<file path="src/rtl/lpm_mac_pipe.sv">
// rtl/lpm_mac_pipe.sv - pipelined multiply-accumulate for dot products
// Operand pairs flow through PIPELINE product registers into a saturating/wrapping accumulator FSM.
module lpm_mac_pipe #(
  parameter int WIDTHA   = 8,
  parameter int WIDTHB   = 8,
  parameter int WIDTHACC = 24,
  parameter int PIPELINE = 2,
  parameter int SIGNED   = 1,
  parameter int SATURATE = 1
) (
  input  logic                clock,
  input  logic                aclr,
  input  logic                clken,
  input  logic                in_valid,
  input  logic                in_first,
  input  logic                in_last,
  input  logic [WIDTHA-1:0]   dataa,
  input  logic [WIDTHB-1:0]   datab,
  output logic                out_valid,
  output logic [WIDTHACC-1:0] result,
  output logic                overflow
);

  localparam int WP = WIDTHA + WIDTHB;
  localparam int WS = WIDTHACC + 1;

  typedef enum logic [1:0] {IDLE, ACCUM, DONE} state_t;

  logic [WP-1:0]       a_ext;
  logic [WP-1:0]       b_ext;
  logic [WP-1:0]       prod_comb;
  logic [WP-1:0]       pipe_prod [PIPELINE];
  logic [PIPELINE-1:0] pipe_valid;
  logic [PIPELINE-1:0] pipe_first;
  logic [PIPELINE-1:0] pipe_last;

  logic                p_valid;
  logic                p_first;
  logic                p_last;
  logic [WP-1:0]       p_prod;

  state_t              state;
  state_t              state_nx;
  logic [WIDTHACC-1:0] acc;
  logic [WIDTHACC-1:0] acc_nx;
  logic                sticky;
  logic                sticky_nx;
  logic [WS-1:0]       prod_ext;
  logic [WS-1:0]       acc_ext;
  logic [WS-1:0]       sum;
  logic [WIDTHACC-1:0] sat_val;
  logic                do_load;
  logic                ovf_now;

  // Extending both operands to the full product width makes one unsigned
  // multiply correct for signed and unsigned modes alike.
  always_comb begin
    a_ext     = {{WIDTHB{(SIGNED != 0) && dataa[WIDTHA-1]}}, dataa};
    b_ext     = {{WIDTHA{(SIGNED != 0) && datab[WIDTHB-1]}}, datab};
    prod_comb = a_ext * b_ext;
  end

  always_ff @(posedge clock or posedge aclr) begin
    if (aclr) begin
      pipe_valid <= '0;
      pipe_first <= '0;
      pipe_last  <= '0;
    end else if (clken) begin
      pipe_valid[0] <= in_valid;
      pipe_first[0] <= in_valid & in_first;
      pipe_last[0]  <= in_valid & in_last;
      for (int i = 1; i < PIPELINE; i++) begin
        pipe_valid[i] <= pipe_valid[i-1];
        pipe_first[i] <= pipe_first[i-1];
        pipe_last[i]  <= pipe_last[i-1];
      end
    end
  end

  always_ff @(posedge clock) begin
    if (clken) begin
      pipe_prod[0] <= prod_comb;
      for (int i = 1; i < PIPELINE; i++) begin
        pipe_prod[i] <= pipe_prod[i-1];
      end
    end
  end

  assign p_valid = pipe_valid[PIPELINE-1];
  assign p_first = pipe_first[PIPELINE-1];
  assign p_last  = pipe_last[PIPELINE-1];
  assign p_prod  = pipe_prod[PIPELINE-1];

  // Any beat outside ACCUM, or a first beat inside it, starts a fresh sum.
  always_comb begin
    state_nx  = state;
    acc_nx    = acc;
    sticky_nx = sticky;
    prod_ext  = {{(WS-WP){(SIGNED != 0) && p_prod[WP-1]}}, p_prod};
    acc_ext   = {(SIGNED != 0) && acc[WIDTHACC-1], acc};
    do_load   = (state != ACCUM) || p_first;
    sum       = do_load ? prod_ext : (acc_ext + prod_ext);
    if (SIGNED != 0) begin
      ovf_now = sum[WS-1] != sum[WS-2];
      sat_val = sum[WS-1] ? {1'b1, {(WIDTHACC-1){1'b0}}} : {1'b0, {(WIDTHACC-1){1'b1}}};
    end else begin
      ovf_now = sum[WS-1];
      sat_val = '1;
    end
    if (p_valid) begin
      acc_nx    = (ovf_now && (SATURATE != 0)) ? sat_val : sum[WIDTHACC-1:0];
      sticky_nx = do_load ? ovf_now : (sticky | ovf_now);
      state_nx  = p_last ? DONE : ACCUM;
    end else if (state == DONE) begin
      state_nx = IDLE;
    end
  end

  always_ff @(posedge clock or posedge aclr) begin
    if (aclr) begin
      state    <= IDLE;
      acc      <= '0;
      sticky   <= 1'b0;
      result   <= '0;
      overflow <= 1'b0;
    end else if (clken) begin
      state  <= state_nx;
      acc    <= acc_nx;
      sticky <= sticky_nx;
      if (state_nx == DONE) begin
        result   <= acc_nx;
        overflow <= sticky_nx;
      end
    end
  end

  assign out_valid = (state == DONE);

endmodule

</file>
<file path="config.mk">
export PLATFORM = sky130hd
export DESIGN_NAME = lpm_mac_pipe
export DESIGN_NICKNAME = d
export VERILOG_FILES = /design/src/rtl/lpm_mac_pipe.sv
export SDC_FILE = /design/constraint.sdc
export NUM_CORES = 1
export LEC_CHECK = 0
export ABC_CLOCK_PERIOD_IN_PS = 3790
export CORE_ASPECT_RATIO = 2
export CORE_MARGIN = 5
export CORE_UTILIZATION = 60
export CTS_CLUSTER_DIAMETER = 60
export DETAILED_ROUTE_END_ITERATION = 7
export GPL_TIMING_DRIVEN = 0
export PLACE_DENSITY_LB_ADDON = 0.1
export SKIP_CTS_REPAIR_TIMING = 1
export SYNTH_ARGS = -nofsm -noshare
export SYNTH_HDL_FRONTEND = slang
export SYNTH_SLANG_ARGS = --single-unit
export TNS_END_PERCENT = 30
</file>
<file path="constraint.sdc">
create_clock -name clock -period 3.79 [get_ports clock]
set_clock_uncertainty 0.2 [all_clocks]
set_input_delay 0.379 -clock clock [delete_from_list [all_inputs] [get_ports clock]]
set_output_delay 0.379 -clock clock [all_outputs]
set_load 0.01 [all_outputs]
</file>
# Word-level counts from Yosys, hierarchy flattened
# Memory sizes are Yosys's and may differ from the RTL's.
# Index checks and enable logic that the tools add are counted.
# totals
ff_bits	58
ramBits	32
inputBits	22
out_inout_bits	26
word_cells	31
memories	1
# op_classes
n_addsub	1
mul	1
n_eq_ne	4
muxes	11
bitwise	3
n_reduce_logical	2
# memory_table
name	depth	width	rd	rd_ports_with_merged_regs	wr	line_no	source
pipe_prod	2	16	2	0	2	32	logic [WP-1:0] pipe_prod [PIPELINE];
# ops
operator	n
24-bit 2-to-1 mux	3
24-bit by 16-bit adder with 25-bit output	1
25-bit 2-to-1 mux	1
8-bit by 8-bit multiplier with 16-bit output	1
2-bit 2-to-1 mux	3
2-bit equality test, second input constant	2
1-bit 2-to-1 mux	4
1-bit AND	2
2-bit by 1-bit inequality test with 1-bit output, second input constant	1
2-bit AND reduction	1
1-bit logical OR	1
1-bit inequality test	1
1-bit OR	1

# Logic depth before layout (Yosys ltp)
# depth
word_depth	7
mapped_depth	18
mapped_depth_nobuf	18

# Worst setup path after synthesis
# No wires, ideal clock.
# synth_path
path_type	input to register
from	in datab[4]
to	mem pipe_prod[0][14] in the netlist's numbering, data pin
setup_time_ps	258
arrival_ps	4081
required_time_ps	3332
slack_ps	-749
stages	17
path_cell_list	and2_1 fa_1 inv_1 fa_1 inv_1 fa_1 inv_1 fa_1 inv_1 ha_1 a21oi_1 o21bai_1 a21oi_1 o21ai_0 a21o_1 a21oi_1 xnor2_1
# synth_lines
item	line_no	source
start, declared	18	input logic [WIDTHB-1:0] datab,
end, declared	32	

==> qor.csv <==
stage,metric,value,unit
run_status,run_status,finished with violations,
run_status,violations,setup timing,
logic_synthesis,async_flop_share,64.44,%
logic_synthesis,synth_flop_cell,dfrtp_1,
route,num_vias,6025,
logic_synthesis,gate_count_of_the_mapped_netlist,769,
worst_hold_path,hold_path_depth,2,
critical_path,reg2reg_to,sticky$_DFFE_PP0P_,
floorplanning,dieWidth,88.43,um
sta,final_min_period_over_clock_period,111.2,%
sta,min_period,4.216,ns
critical_path,worstRegToRegCells,12,
logic_synthesis,synthesis.area_per_instance,9.598,um2
route,detail_route.wl_per_cell,20.31,um
sta,slew_viol_final,0,
power_and_ir_drop,power_density,922.4,mW/mm2
floorplanning,start_util,60.88,%
sta,final_hold_viol_count,0,
layout,area_growth,16.94,%
power_and_ir_drop,leakage,0.003810,uW
critical_path,worst_setup_path_start_kind,primary input,
cts,cts_tree,yes,
route,drt_iter0_markers,288,
sta,fin_setup_tns,-2.085,ns
sta,maxClockFrequency,237.2,MHz
critical_path,worst_case_register_to_register_setup_slack,0.20,ns
cts,ctsRootBufferMaster,clkbuf_16,
layout,layout.core_utilization,71.19,%
logic_synthesis,synth_seq_cells,90,
layout,fillers,967,
critical_path,regToRegStartpoint,pipe_prod[0][16]$_DFFE_PP_,
global_routing,gr-usage-met1,24.81,%
placement,place_hpwl,16.23,mm
critical_path,worstSetupPathType,primary input to flop,
critical_path,critical_path_peak_fanout,8,
global_routing,first_pass_grt_wire_length,31.32,mm
placement,gp_congestion,1.007,
route,totalWireLength,20.15,mm
critical_path,critPathArrivalTime,4.10,ns
floorplanning,core_area,0.01212,mm2
sta,timing.final.ws_setup,-0.4258,ns
layout,insertedDiodeCount,0,
cts,cts_max_path_buffers,2,
global_routing,gr-max-usage-layer,met2,
logic_synthesis,synth_fp_nets,900,
route,detail_route.vias_per_cell,6.074,
critical_path,timing.critical_path.from,dataa[5],
critical_path,worst_setup_path_endpoint,pipe_prod[0][13]$_DFFE_PP_,
layout,mostFrequentLayoutCells,"82 x inv_1, 61 x nand2_1, 58 x dfrtp_1",
sta,rsz0062_at_grt,true,
sta,finalSetupViolCount,7,
sta,timing.max_slew.rel_slack,49.91,%
critical_path,worst_ep_required_time,3.68,ns
global_routing,total_overflow_reported_by_the_global_router,0,
critical_path,worst_path_max_delay_cell,fa_1,
layout,layout_commonest_cell,inv_1,
cts,inserted_clock_buffers,9,
run,max_cap_viol_count,0,
global_routing,use_met3,2.867,%
critical_path,nature_of_the_critical_path_endpoint,flop,
critical_path,crit_top_cell,fa_1,
floorplanning,die-area,0.01475,mm2
critical_path,slowest_delay,0.55,ns
critical_path,timing.critical_path.cells,"clkbuf_4, and2_4, fa_1, inv_1, fa_1, inv_1, fa_1, inv_2, fa_1, inv_2, ha_4, nor2b_4, o211ai_1, nand2_2, a41oi_2, nor2b_4, xnor2_2",
floorplanning,row_count,57,
global_routing,grt_pass1_vias,6510,
logic_synthesis,yosys_warnings,0,
route,drtPass1Iterations,5,
layout,final_layout_size_suffix_gt1_share,13.49,%
layout,num-nets-final,971,
logic_synthesis,synth.cell_area,0.007381,mm2
floorplanning,floorplan.io_pins,48,
cts,htreeDepth,3,
cts,clkLatencyLatePin,0.35,ns
floorplanning,die_extent_in_y,166.9,um
worst_hold_path,hold_path.class,primary input to flop,
cts,tritoncts_num_sinks,90,
placement,place.port_buffers,47,
global_routing,antenna_found_initial,0,
global_routing,met2_capacity_usage_during_global_routing,54.74,%
sta,worst_slew_pin_slew,0.7486,ns
cts,cts.clk_slew.worst_paths,0.07,ns
global_routing,grt_usage,27.96,%
sta,final.hold.worst_slack,0.1543,ns
logic_synthesis,yosysSeqAreaShare,32.68,%
power_and_ir_drop,irDropWorstVdd,588.9,uV
logic_synthesis,yosys.cell_types.count,65,
route,antenna_left,0,
logic_synthesis,synth-edff-count,32,
route,remaining_drc_errors,0,
global_routing,grt_start_max_net_pins,39,
-- Yosys cell counts (4+ instances only) --
cell      number  area share, %
dfrtp_1       58             20
nor2_1        44            2.2
o22ai_1       10           0.85
o21ai_0       46            3.1
nand3_1        7           0.47
a221o_1        4           0.54
nor2b_1        7           0.59
nand2b_1       7           0.59
or3_1         10           0.85
o31ai_1        6           0.61
nand2_1       63            3.2
a31oi_1        4           0.34
a21o_1        11            1.1
o311ai_0       4           0.47
fa_1          56             15
buf_2          8           0.54
a21oi_1       61            4.1
o21bai_1       5           0.51
nor3_1         6           0.41
mux2_2         4           0.61
edfxtp_1      32             13
inv_1         92            4.7
and2_1        49            4.2
clkbuf_1      15           0.76
xor2_1        11            1.3
o211ai_1       8           0.81
o21ai_1        4           0.27
xnor2_1       27            3.2
maj3_1         5           0.68
ha_1          53            9.0
-- power by group --
| group | total (uW) | internal, uW | switching [uW] |
|---|---|---|---|
| sequential | 1710 | 1490 | 218 |
| clock | 886 | 464 | 422 |
| combinational | 5360 | 2330 | 3040 |
| total | 7960 | 4280 | 3680 |
-- critical path, delay by kind of cell --
kind	cells	cell delay (ns)
xor+xnor	1	0.06
buf+inv	5	0.37
simple gates	4	0.60
compound gates	2	0.40
fa+ha+maj	5	2.30
-- metrics by stage --
| step | power (uW) | instance area, um2 | setup slack (ns) | instances |
|---|---|---|---|---|
| CTS | 7615 | 8433 | -1.014 | 980 |
| floorplan | 5259 | 7467 | -0.4105 | 769 |
| global placement | 6522 | 8122 | -1.289 | 963 |
| detailed placement | 6700 | 8142 | -1.378 | 964 |
| finish | 7961 | 8631 | -0.4258 | 992 |
| global route | 8557 | 8631 | -0.5318 | 992 |
-- cell families after synthesis --
family                     Yosys count  synth area share (%)
and+or+nand+nor                    209                 14.09
AOI/OAI and AO/OA                  194                 16.65
buffers and inverters              119                 6.459
adders and majority gates          115                 25.00
DFF                                 90                 32.68
xor gates and xnor gates            38                 4.509
muxes                                4                0.6102
-- how the worst min path moves through the flow --
| stage | start | endpoint | slack (ns) |
|---|---|---|---|
| after floorplan | pipe_prod[0][0]$_DFFE_PP_ | pipe_prod[0][16]$_DFFE_PP_ | 0.20 |
| after global placement | pipe_prod[0][4]$_DFFE_PP_ | pipe_prod[0][20]$_DFFE_PP_ | 0.20 |
| after detailed placement | pipe_prod[0][14]$_DFFE_PP_ | pipe_prod[0][30]$_DFFE_PP_ | 0.21 |
| after CTS | aclr | result[18]$_DFFE_PP0P_ | 0.18 |
| after global routing | datab[0] | pipe_prod[0][0]$_DFFE_PP_ | 0.16 |
| final | datab[0] | pipe_prod[0][0]$_DFFE_PP_ | 0.15 |
-- flip-flops by register name (all words and copies together) (netlist names) --
signal / count
acc: 24
overflow: 1
pipe_first: 2
pipe_last: 2
pipe_prod: 32
pipe_valid: 2
result: 24
state: 2
sticky: 1
-- final cells by class --
class | instances | area, um2 | share of cell area, %
Buffer | 27 | 131.4 | 1.522
Timing Repair Buffer | 60 | 551.8 | 6.393
Clock buffer | 9 | 225.2 | 2.609
Tap cell | 147 | 183.9 | 2.131
Multi-Input combinational cell | 560 | 4712 | 54.60
Sequential cell | 90 | 2412 | 27.95
Clock inverter | 7 | 66.31 | 0.7683
Inverter | 92 | 347.8 | 4.030
-- routing by layer --
metal  wire [um]  up-vias  part of all wire [%]
met4        1407        0                   7.0
met2       11950      165                    59
li1            -     2779                     -
met5           0        -                     0
met3         542       76                   2.7
met1        6251     3005                    31
No activity file was read; power rests on OpenSTA's default activity.
